===== src/rtl/dot_product_unit.sv =====
// dot_product_unit
//
// Sequential 16-element dot product. A start pulse snapshots the weight
// vector (16 x 2-bit signed) and the data vector (16 x 8-bit unsigned). One
// product is accumulated per cycle. The signed result is published with a
// one-cycle done pulse.
//
// Ports:
//   clk      in   clock, rising edge
//   rst_n    in   asynchronous active-low reset
//   start    in   begin a computation (ignored while busy)
//   abort    in   cancel an in-progress computation (beats start in IDLE)
//   weights  in   element i weight = weights[2i+1:2i], signed -2..+1
//   data     in   element i sample = data[8i+7:8i], unsigned 0..255
//   busy     out  computation in progress
//   done     out  one-cycle pulse when result updates
//   result   out  signed dot product, held until the next completion
//
// Optional build macro: DOT_RELU_EN. When it is defined, a negative final sum
// loads 0 into result. The accumulator itself is never clamped.
//
// state | meaning
// ------+-------------------------------------------------------------
// IDLE  | waiting for start; result holds the last completed value
// RUN   | accumulating element idx; finishes after idx = N_ELEM-1

module dot_product_unit #(
    parameter int N_ELEM = 16,
    parameter int ACC_W  = 14
) (
    input  logic                   clk,
    input  logic                   rst_n,
    input  logic                   start,
    input  logic                   abort,
    input  logic [2*N_ELEM-1:0]    weights,
    input  logic [8*N_ELEM-1:0]    data,
    output logic                   busy,
    output logic                   done,
    output logic [ACC_W-1:0]       result
);

    typedef enum logic {
        IDLE = 1'b0,
        RUN  = 1'b1
    } state_t;

    localparam logic [3:0] IDX_LAST = 4'(N_ELEM - 1);

    state_t                     state_q;
    logic [3:0]                 idx_q;
    logic signed [ACC_W-1:0]    acc_q;
    logic [2*N_ELEM-1:0]        w_snap_q;
    logic [8*N_ELEM-1:0]        d_snap_q;
    logic                       busy_q;
    logic                       done_q;
    logic [ACC_W-1:0]           result_q;

    logic [1:0]                 w_sel;
    logic [7:0]                 d_sel;
    logic signed [ACC_W-1:0]    w_ext;
    logic signed [ACC_W-1:0]    d_ext;
    logic signed [ACC_W-1:0]    term;
    logic signed [ACC_W-1:0]    acc_d;
    logic [ACC_W-1:0]           result_d;

    // The element select relies on N_ELEM = 16, so idx concatenated with
    // zero bits forms the bit offset directly.
    assign w_sel = w_snap_q[{idx_q, 1'b0} +: 2];
    assign d_sel = d_snap_q[{idx_q, 3'b000} +: 8];

    // Both operands are widened to ACC_W before the multiply. The product
    // (-510..255) and the full-scale sum (-8160..4080) both fit, so
    // truncating to ACC_W bits is exact.
    assign w_ext = {{(ACC_W-2){w_sel[1]}}, w_sel};
    assign d_ext = {{(ACC_W-8){1'b0}}, d_sel};
    assign term  = w_ext * d_ext;
    assign acc_d = acc_q + term;

`ifdef DOT_RELU_EN
    assign result_d = acc_d[ACC_W-1] ? '0 : acc_d;
`else
    assign result_d = acc_d;
`endif

    always_ff @(posedge clk or negedge rst_n) begin
        if (!rst_n) begin
            state_q  <= IDLE;
            idx_q    <= '0;
            acc_q    <= '0;
            w_snap_q <= '0;
            d_snap_q <= '0;
            busy_q   <= 1'b0;
            done_q   <= 1'b0;
            result_q <= '0;
        end else begin
            done_q <= 1'b0;
            case (state_q)
                IDLE: begin
                    // When start and abort arrive together, abort wins.
                    if (start && !abort) begin
                        w_snap_q <= weights;
                        d_snap_q <= data;
                        acc_q    <= '0;
                        idx_q    <= '0;
                        busy_q   <= 1'b1;
                        state_q  <= RUN;
                    end
                end
                RUN: begin
                    // Abort beats the final-element update, which suppresses done.
                    if (abort) begin
                        busy_q  <= 1'b0;
                        idx_q   <= '0;
                        state_q <= IDLE;
                    end else if (idx_q == IDX_LAST) begin
                        acc_q    <= acc_d;
                        result_q <= result_d;
                        done_q   <= 1'b1;
                        busy_q   <= 1'b0;
                        idx_q    <= '0;
                        state_q  <= IDLE;
                    end else begin
                        acc_q <= acc_d;
                        idx_q <= idx_q + 4'd1;
                    end
                end
                default: begin
                    busy_q  <= 1'b0;
                    state_q <= IDLE;
                end
            endcase
        end
    end

    assign busy   = busy_q;
    assign done   = done_q;
    assign result = result_q;

endmodule


===== config.mk =====
export PLATFORM = sky130hd
export DESIGN_NAME = dot_product_unit
export DESIGN_NICKNAME = d
export VERILOG_FILES = /design/src/rtl/dot_product_unit.sv
export SDC_FILE = /design/constraint.sdc
export NUM_CORES = 1
export LEC_CHECK = 0
export BUFFER_PORTS_ARGS = -buffer_cell sky130_fd_sc_hd__buf_2
export CAP_MARGIN = 20
export CORE_ASPECT_RATIO = 0.6
export CORE_MARGIN = 10
export CORE_UTILIZATION = 45
export CTS_BUF_LIST = sky130_fd_sc_hd__clkbuf_4
export CTS_CLUSTER_SIZE = 10
export DETAILED_ROUTE_END_ITERATION = 16
export PLACE_DENSITY_LB_ADDON = 0.05
export SLEW_MARGIN = 10
export SYNTH_ARGS = -nofsm -noshare
export SYNTH_HDL_FRONTEND = slang
export SYNTH_SLANG_ARGS = --single-unit

===== constraint.sdc =====
create_clock -name clk -period 7.1 [get_ports clk]
set_clock_uncertainty 0.2 [all_clocks]
set_input_delay 0.71 -clock clk [delete_from_list [all_inputs] [get_ports clk]]
set_output_delay 0.71 -clock clk [all_outputs]
set_load 0.1 [all_outputs]

==> impl_metrics.sql, run 1 <==
INSERT INTO impl_metrics (metric_group, metric, value, unit) VALUES
('timing', 'maxClockFrequency', '189.8', 'MHz'),
('finish', 'multi_input_comb_area', '4288', 'um2'),
('cts', 'clock_tree.root_cell', 'sky130_fd_sc_hd__clkbuf_4', ''),
('cts', 'postCtsSetupRepairBufs', '0', ''),
('detailed_routing', 'detailroute.via_count', '5963', ''),
('die', 'placementRows', '40', ''),
('finish', 'seq_cell_area', '4885', 'um2'),
('global_routing', 'maximum_number_of_pins_on_one_net_before_global_route_repair', '113', ''),
('timing', 'slew_viol_final', '0', ''),
('yosys', 'asyncSetResetFlopFracSynth', '100.0', '%'),
('timing', 'fin_crit_sh', '74.20', '%'),
('pwr', 'power.density', '313.0', 'nW/um2'),
('detailed_routing', 'postRouteWirelength', '24.46', 'mm'),
('yosys', 'netlist.area_leader.share', '51.81', '%'),
('place', 'dpl.hpwl', '18.58', 'mm'),
('cts', 'cts_resized', '0', ''),
('place', 'place.gp.congestion', '0.8856', ''),
('place', 'portBuffers', '179', ''),
('die', 'initial_utilization', '46.47', '%'),
('die', 'floorplan.core_area', '20270', 'um2'),
('place', 'dpl.cell_count', '1082', ''),
('yosys', 'synth_compound_gate_area_share', '4.463', '%'),
('finish', 'fin_nets', '1021', ''),
('worst_setup_path', 'ff2ff_path_depth', '14', ''),
('worst_setup_path', 'cp_data_arrival_time', '5.55', 'ns'),
('yosys', 'synth_net_count', '854', ''),
('cts', 'clk_transition_reported_paths', '0.16', 'ns'),
('finish', 'layout.cells.most_common', 'sky130_fd_sc_hd__dfrtp_1', ''),
('timing', 'grt_setup_unrepaired', 'false', ''),
('detailed_routing', 'detailedRoute.firstPassIterationCount', '5', ''),
('yosys', 'post_synth_and_or_nand_nor_area_fraction', '4.118', '%'),
('worst_setup_path', 'worstReg2RegEnd', 'result[13]$_DFFE_PN0P_', ''),
('yosys', 'synth.area.mux_share', '31.39', '%'),
('die', 'ios', '180', ''),
('detailed_routing', 'final_routed_drc_violation_total', '0', ''),
('global_routing', 'via_count_of_the_first_global_routing_pass', '6409', ''),
('yosys', 'synth_fa_ha_area_share', '4.224', '%'),
('worst_setup_path', 'critPathRequiredTime', '7.38', 'ns'),
('finish', 'post_layout_nonfiller_instances', '1116', ''),
('detailed_routing', 'routedWlPerCell', '21.91', 'um'),
('finish', 'layout_common_cells', 'sky130_fd_sc_hd__dfrtp_1, sky130_fd_sc_hd__buf_2, sky130_fd_sc_hd__mux2_2, sky130_fd_sc_hd__mux4_2, sky130_fd_sc_hd__nand2_1', ''),
('pwr', 'power.ir.vdd_worst', '0.1372', 'mV'),
('timing', 'finalCriticalPeriod', '5.268', 'ns'),
('global_routing', 'gr-usage-all-layers', '18.39', '%'),
('yosys', 'synth_top_family_by_area', 'multiplexers', ''),
('cts', 'ctsHoldBuffers', '0', ''),
('yosys', 'post_synth_xor_area_fraction', '1.302', '%'),
('worst_setup_path', 'regToRegStartpoint', 'idx_q[0]$_DFFE_PN0P_', ''),
('finish', 'n_fill_cell', '1731', ''),
('detailed_routing', 'ant_nets', '0', ''),
('cts', 'cts_inserted_buffers', '17', ''),
('timing', 'worst-slew-pin-transition', '1.113', 'ns'),
('global_routing', 'grt-ovfl-total', '0', ''),
('cts', 'clock-sinks', '195', ''),
('yosys', 'ys_seq_elements', '195', ''),
('die', 'die_area', '27310', 'um2'),
('yosys', 'synth_ff_type', 'sky130_fd_sc_hd__dfrtp_1', ''),
('cts', 'ctsHtreeMaxLevel', '4', ''),
('run_status', 'run_status', 'completed', ''),
('yosys', 'avgSynthCellArea', '14.21', 'um2'),
('die', 'die_w', '206.8', 'um'),
('finish', 'fraction_of_final_layout_cells_sized_beyond_drive_strength_1', '52.38', '%'),
('yosys', 'synth_seq_area_share', '51.81', '%'),
('global_routing', 'antenna_found_initial', '1', ''),
('yosys', 'synth-edff-count', '0', ''),
('worst_setup_path', 'regToRegSetupSlack', '1.83', 'ns'),
('pwr', 'static-leakage-power', '4.861', 'nW'),
('die', 'floorplan.die.height', '132.1', 'um'),
('cts', 'cts_max_path_buffers', '2', ''),
('global_routing', 'grt_first_pass_wirelength', '38.63', 'mm'),
('detailed_routing', 'detailedRoute.firstIterationViolations', '320', '');
-- through the flow --
step                setup WS [ns]  instance area, um2  total power [mW]  util (%)
floorplan                   2.236                9419             2.450         -
global placement            1.937               10550             2.825     52.03
detailed placement          1.871               10570             2.859     52.13
CTS                         1.838               10820             3.427     53.38
global route                1.482               10860             3.657     53.56
finish                      1.832               10860             3.398     53.56
-- metal layers --
layer	wire, um	GRT usage (%)	share of wire, %
met5	0	0	0
met4	170	3.367	0.70
met3	1495	5.032	6.1
met2	10230	24.60	42
met1	12560	28.77	51
-- power by group --
group,leakage [nW],switching [mW],internal (mW)
logic,2.38,0.682,0.661
registers,2.35,0.156,1.34
clock network,0.132,0.379,0.180
-- synth_stat cells (all sizes together) (10+ instances only) --
library cell / count
dfrtp: 195
mux2: 165
mux4: 47
nand2: 41
clkbuf: 30
inv: 28
o21ai: 25
ha: 19
a21oi: 12
a22o: 10
-- critical path, cell delays in order (launching register included) --
cell and delay (ns):
sky130_fd_sc_hd__dfrtp_4 1.07, sky130_fd_sc_hd__mux4_2 0.60, sky130_fd_sc_hd__and2_4 0.18, sky130_fd_sc_hd__o32ai_4 0.62, sky130_fd_sc_hd__or2_2 0.24, sky130_fd_sc_hd__fa_1 0.42
sky130_fd_sc_hd__inv_1 0.07, sky130_fd_sc_hd__ha_1 0.26, sky130_fd_sc_hd__a21oi_1 0.32, sky130_fd_sc_hd__o21ai_0 0.15, sky130_fd_sc_hd__nor3_1 0.16, sky130_fd_sc_hd__o31ai_1 0.12
sky130_fd_sc_hd__a311o_1 0.31, sky130_fd_sc_hd__xnor2_1 0.15, sky130_fd_sc_hd__mux2_2 0.27
-- how the worst max path moves through the flow --
stage,startpoint,end,slack [ns],cells past startpoint
2_1_floorplan,idx_q[0]$_DFFE_PN0P_,result[13]$_DFFE_PN0P_,2.24,15
3_3_place_gp,idx_q[0]$_DFFE_PN0P_,result[13]$_DFFE_PN0P_,1.94,14
4_1_cts,idx_q[0]$_DFFE_PN0P_,result[13]$_DFFE_PN0P_,1.84,14
6_report,idx_q[0]$_DFFE_PN0P_,result[13]$_DFFE_PN0P_,1.83,14
5_1_grt,idx_q[0]$_DFFE_PN0P_,result[13]$_DFFE_PN0P_,1.48,14
3_5_place_dp,idx_q[0]$_DFFE_PN0P_,result[13]$_DFFE_PN0P_,1.87,14
-- cell families after synthesis --
logic type | Yosys count
compound gates | 64
simple gates | 82
flops | 195
buf+inv | 65
mux | 216
xor+xnor | 14
fa+ha+maj | 27
-- area by class of cell --
| class | count | area share [%] |
|---|---|---|
| flip-flops and latches | 195 | 44.99 |
| multi-input cells | 403 | 39.50 |
| repair buffers | 185 | 9.047 |
| well taps | 273 | 3.146 |
| clock buffers | 19 | 1.314 |
| clock inverters | 12 | 1.014 |
| inverters | 28 | 0.9681 |
| diodes | 1 | 0.02305 |
-- flip-flops by register name, summed over array words and instances, names as in the netlist --
register	count
acc_q	14
done	1
result	14
state_q	1
idx_q	4
d_snap_q	128
busy	1
w_snap_q	32
Power figures use the tool's default switching activity.
==> run 2: changes to the inputs <==
==> constraint.sdc (replaced) <==
create_clock -name clk -period 4.4 [get_ports clk]
set_clock_uncertainty 0.2 [all_clocks]
set_input_delay 0.44 -clock clk [delete_from_list [all_inputs] [get_ports clk]]
set_output_delay 0.44 -clock clk [all_outputs]
set_load 0.1 [all_outputs]
==> run 2 against run 1 <==
Via count is 15% higher. Utilization grew 11 points. Die area unchanged. The run now ends with setup timing left. Total power rose by 94%. Combinational power rose by 130%. Global-route usage is 2.6 points higher. Non-clock buffer count up 211. Flip-flop and latch count stayed put.
==> impl_metrics.sql, run 2 (synthesis gave the netlist of run 1 again) <==
INSERT INTO impl_metrics (metric_group, metric, value, unit) VALUES
('cts', 'clock-sinks', '195', ''),
('cts', 'clk_latency', '0.59', 'ns'),
('cts', 'cts_inserted_buffers', '17', ''),
('finish', 'largest_register_ffs', '128', ''),
('run_status', 'run_status', 'finished, violations left', ''),
('pwr', 'power.ir.vdd_worst', '0.2915', 'mV'),
('global_routing', 'grt-ovfl-total', '0', ''),
('worst_setup_path', 'setup.worst_path.end_class', 'register', ''),
('die', 'floorplan.core_area', '20270', 'um2'),
('cts', 'tritoncts', 'done', ''),
('finish', 'seq_cell_area', '4885', 'um2'),
('worst_setup_path', 'cp_data_arrival_time', '4.75', 'ns'),
('worst_setup_path', 'cp_slowest_stage_delay', '0.57', 'ns'),
('finish', 'multi_input_comb_area', '4457', 'um2'),
('global_routing', 'grt_use_met3', '5.768', '%'),
('detailed_routing', 'detailedRoute.firstIterationViolations', '379', ''),
('pwr', 'static-leakage-power', '5.865', 'nW'),
('timing', 'finalCriticalPeriod', '4.452', 'ns'),
('timing', 'setup_viol_count_final', '1', ''),
('job', 'maxCapViolCount', '0', ''),
('worst_setup_path', 'critical_path_buf_inv_count', '3', ''),
('timing', 'slew_headroom', '31.68', '%'),
('global_routing', 'grt_util_met2', '30.84', '%'),
('worst_setup_path', 'critPathRequiredTime', '4.70', 'ns'),
('finish', 'layout.cells.most_common', 'sky130_fd_sc_hd__dfrtp_1', ''),
('cts', 'clk_transition_reported_paths', '0.15', 'ns'),
('detailed_routing', 'final_routed_drc_violation_total', '0', ''),
('global_routing', 'globalRoute.busiestLayer', 'met2', ''),
('die', 'initial_utilization', '46.47', '%'),
('detailed_routing', 'detailroute.via_count', '6841', ''),
('run_status', 'violations', 'setup timing', ''),
('place', 'placed_cell_area', '10860', 'um2'),
('finish', 'layout.core_utilization', '65.02', '%'),
('timing', 'worst-slew-pin-transition', '1.025', 'ns'),
('detailed_routing', 'postRouteWirelength', '27.74', 'mm'),
('worst_hold_path', 'hold_path_class', 'primary input to register', ''),
('timing', 'fin_crit_sh', '101.2', '%'),
('global_routing', 'maximum_number_of_pins_on_one_net_before_global_route_repair', '125', ''),
('worst_setup_path', 'timing.critical_path.fanout_max', '5', ''),
('cts', 'cts_max_path_buffers', '2', ''),
('timing', 'slew_viol_final', '0', ''),
('pwr', 'power.density', '499.4', 'nW/um2'),
('timing', 'worst_slack', '-0.05156', 'ns'),
('timing', 'grt_setup_unrepaired', 'true', ''),
('pwr', 'report.power.total', '6.582', 'mW'),
('worst_setup_path', 'criticalPathCategory', 'register to register', ''),
('place', 'portBuffers', '179', ''),
('finish', 'layout_common_cells', 'sky130_fd_sc_hd__dfrtp_1, sky130_fd_sc_hd__buf_2, sky130_fd_sc_hd__mux2_2, sky130_fd_sc_hd__dlygate4sd3_1, sky130_fd_sc_hd__mux4_2', ''),
('worst_setup_path', 'cell_at_the_slowest_stage_of_the_critical_path', 'sky130_fd_sc_hd__dfrtp_4', ''),
('cts', 'ctsHtreeMaxLevel', '4', ''),
('global_routing', 'gr-usage-all-layers', '20.96', '%'),
('detailed_routing', 'vias_per_cell', '5.151', ''),
('timing', 'timing.final.hold_violations', '0', ''),
('detailed_routing', 'routedWlPerCell', '20.89', 'um'),
('die', 'die_w', '206.8', 'um'),
('finish', 'flow.area_growth_from_synthesis', '39.93', '%'),
('worst_setup_path', 'timing.critical_path.max_delay_family', 'multiplexers', ''),
('die', 'die_area', '27310', 'um2'),
('finish', 'fraction_of_final_layout_cells_sized_beyond_drive_strength_1', '48.77', '%'),
('die', 'ios', '180', ''),
('cts', 'clock_tree.root_cell', 'sky130_fd_sc_hd__clkbuf_4', ''),
('worst_setup_path', 'setup.worst_path.start_class', 'register', ''),
('detailed_routing', 'ant_nets', '0', ''),
('die', 'floorplan.die.height', '132.1', 'um'),
('finish', 'fin_nets', '1232', ''),
('finish', 'registers.top_by_ff_count', 'd_snap_q', ''),
('place', 'place.gp.congestion', '0.9115', ''),
('global_routing', 'via_count_of_the_first_global_routing_pass', '7556', ''),
('timing', 'maxClockFrequency', '224.6', 'MHz'),
('worst_setup_path', 'cpMostUsedCell', 'sky130_fd_sc_hd__mux4_2', ''),
('finish', 'n_fill_cell', '1515', ''),
('die', 'placementRows', '40', ''),
('detailed_routing', 'detailedRoute.firstPassIterationCount', '5', ''),
('global_routing', 'grt_first_pass_wirelength', '44.02', 'mm'),
('finish', 'layout_top_registers', 'd_snap_q (128), w_snap_q (32)', ''),
('place', 'post-place-ws', '-0.1849', 'ns'),
('global_routing', 'antenna_found_initial', '1', ''),
('global_routing', 'globalRouteMet1Util', '30.45', '%'),
('place', 'dpl.hpwl', '19.82', 'mm'),
('worst_setup_path', 'crit_chain', 'buf_12, buf_4, mux4_2, mux4_2, or2_2, fa_1, inv_2, ha_4, a21oi_2, o21ai_2, nor3_2, o31ai_2, a311o_1, xnor2_2, mux2_4', ''),
('finish', 'final_area', '13180', 'um2');
## run 2: cell types whose count changed in the layout (fill, tap and decap cells not counted), moves of 6 or more
cell / delta
sky130_fd_sc_hd__dlygate4sd3_1: +162
sky130_fd_sc_hd__ha_1: -6
sky130_fd_sc_hd__buf_12: +6
sky130_fd_sc_hd__o21ai_1: +7
sky130_fd_sc_hd__ha_4: +6
sky130_fd_sc_hd__o21ai_0: -9
sky130_fd_sc_hd__buf_4: +40
## run 2: through the flow
step | std cells | TNS (ns) | hold WS, ns
after floorplan | 663 | 0 | -0.05559
after global placement | 1116 | -0.3907 | 0.2648
after detailed placement | 1116 | -0.7267 | 0.2663
after CTS | 1323 | -0.03620 | 0.03277
after global routing | 1328 | -0.9034 | 0.04925
final | 1328 | -0.05156 | 0.08224
## run 2: cell type report
class                           instances  area share (%)
Antenna cell                            1         0.01899
Clock buffer                           18           1.025
Clock inverter                         14           1.585
Inverter                               28          0.7974
Multi-Input combinational cell        403           33.81
Sequential cell                       195           37.06
Tap cell                              273           2.592
Timing Repair Buffer                  396           23.11
## run 2: worst paths after layout
kind                                       start                        end  slack, ns  cells after the start
max                         idx_q[0]$_DFFE_PN0P_     result[13]$_DFFE_PN0P_      -0.05                     15
min                                        start       idx_q[2]$_DFFE_PN0P_       0.08                      4
max reg2reg                 idx_q[0]$_DFFE_PN0P_     result[13]$_DFFE_PN0P_      -0.05                     15
min reg2reg                result[7]$_DFFE_PN0P_      result[7]$_DFFE_PN0P_       0.29                      2
max in group asynchronous                  rst_n    w_snap_q[4]$_DFFE_PN0P_       2.50                      3
min in group asynchronous                  rst_n  d_snap_q[124]$_DFFE_PN0P_       0.28                      2
## run 2: worst reg2reg max path, stage by stage, from the launching register on
cell and delay (ns):
sky130_fd_sc_hd__dfrtp_4 0.57, sky130_fd_sc_hd__buf_12 0.16, sky130_fd_sc_hd__buf_4 0.14, sky130_fd_sc_hd__mux4_2 0.48, sky130_fd_sc_hd__mux4_2 0.50, sky130_fd_sc_hd__or2_2 0.30, sky130_fd_sc_hd__fa_1 0.52, sky130_fd_sc_hd__inv_2 0.05
sky130_fd_sc_hd__ha_4 0.16, sky130_fd_sc_hd__a21oi_2 0.17, sky130_fd_sc_hd__o21ai_2 0.10, sky130_fd_sc_hd__nor3_2 0.19, sky130_fd_sc_hd__o31ai_2 0.10, sky130_fd_sc_hd__a311o_1 0.31, sky130_fd_sc_hd__xnor2_2 0.15, sky130_fd_sc_hd__mux2_4 0.26
## run 2: routing by layer
metal | routed length (um) | vias to the layer above
li1 | - | 3175
met1 | 13490 | 3484
met4 | 182 | 0
met2 | 12520 | 166
met3 | 1547 | 16
met5 | 0 | -
## run 2: what timing repair did
| action | 4_1_cts | 5_1_grt |
|---|---|---|
| cloned | 1 | 0 |
| pin swaps | 9 | 16 |
| endpoints found under the setup margin | 11 | 18 |
| setup buffers | 12 | 4 |
| hold buffers | 162 | 0 |
| resized for setup | 25 | 27 |
| endpoints found under the hold margin | 283 | 0 |
## run 2: where the power goes
part | switching (mW) | internal [mW] | total, mW
combinational | 1.39 | 1.65 | 3.05
clock | 0.612 | 0.512 | 1.12
sequential | 0.247 | 2.16 | 2.41
total | 2.25 | 4.33 | 6.58
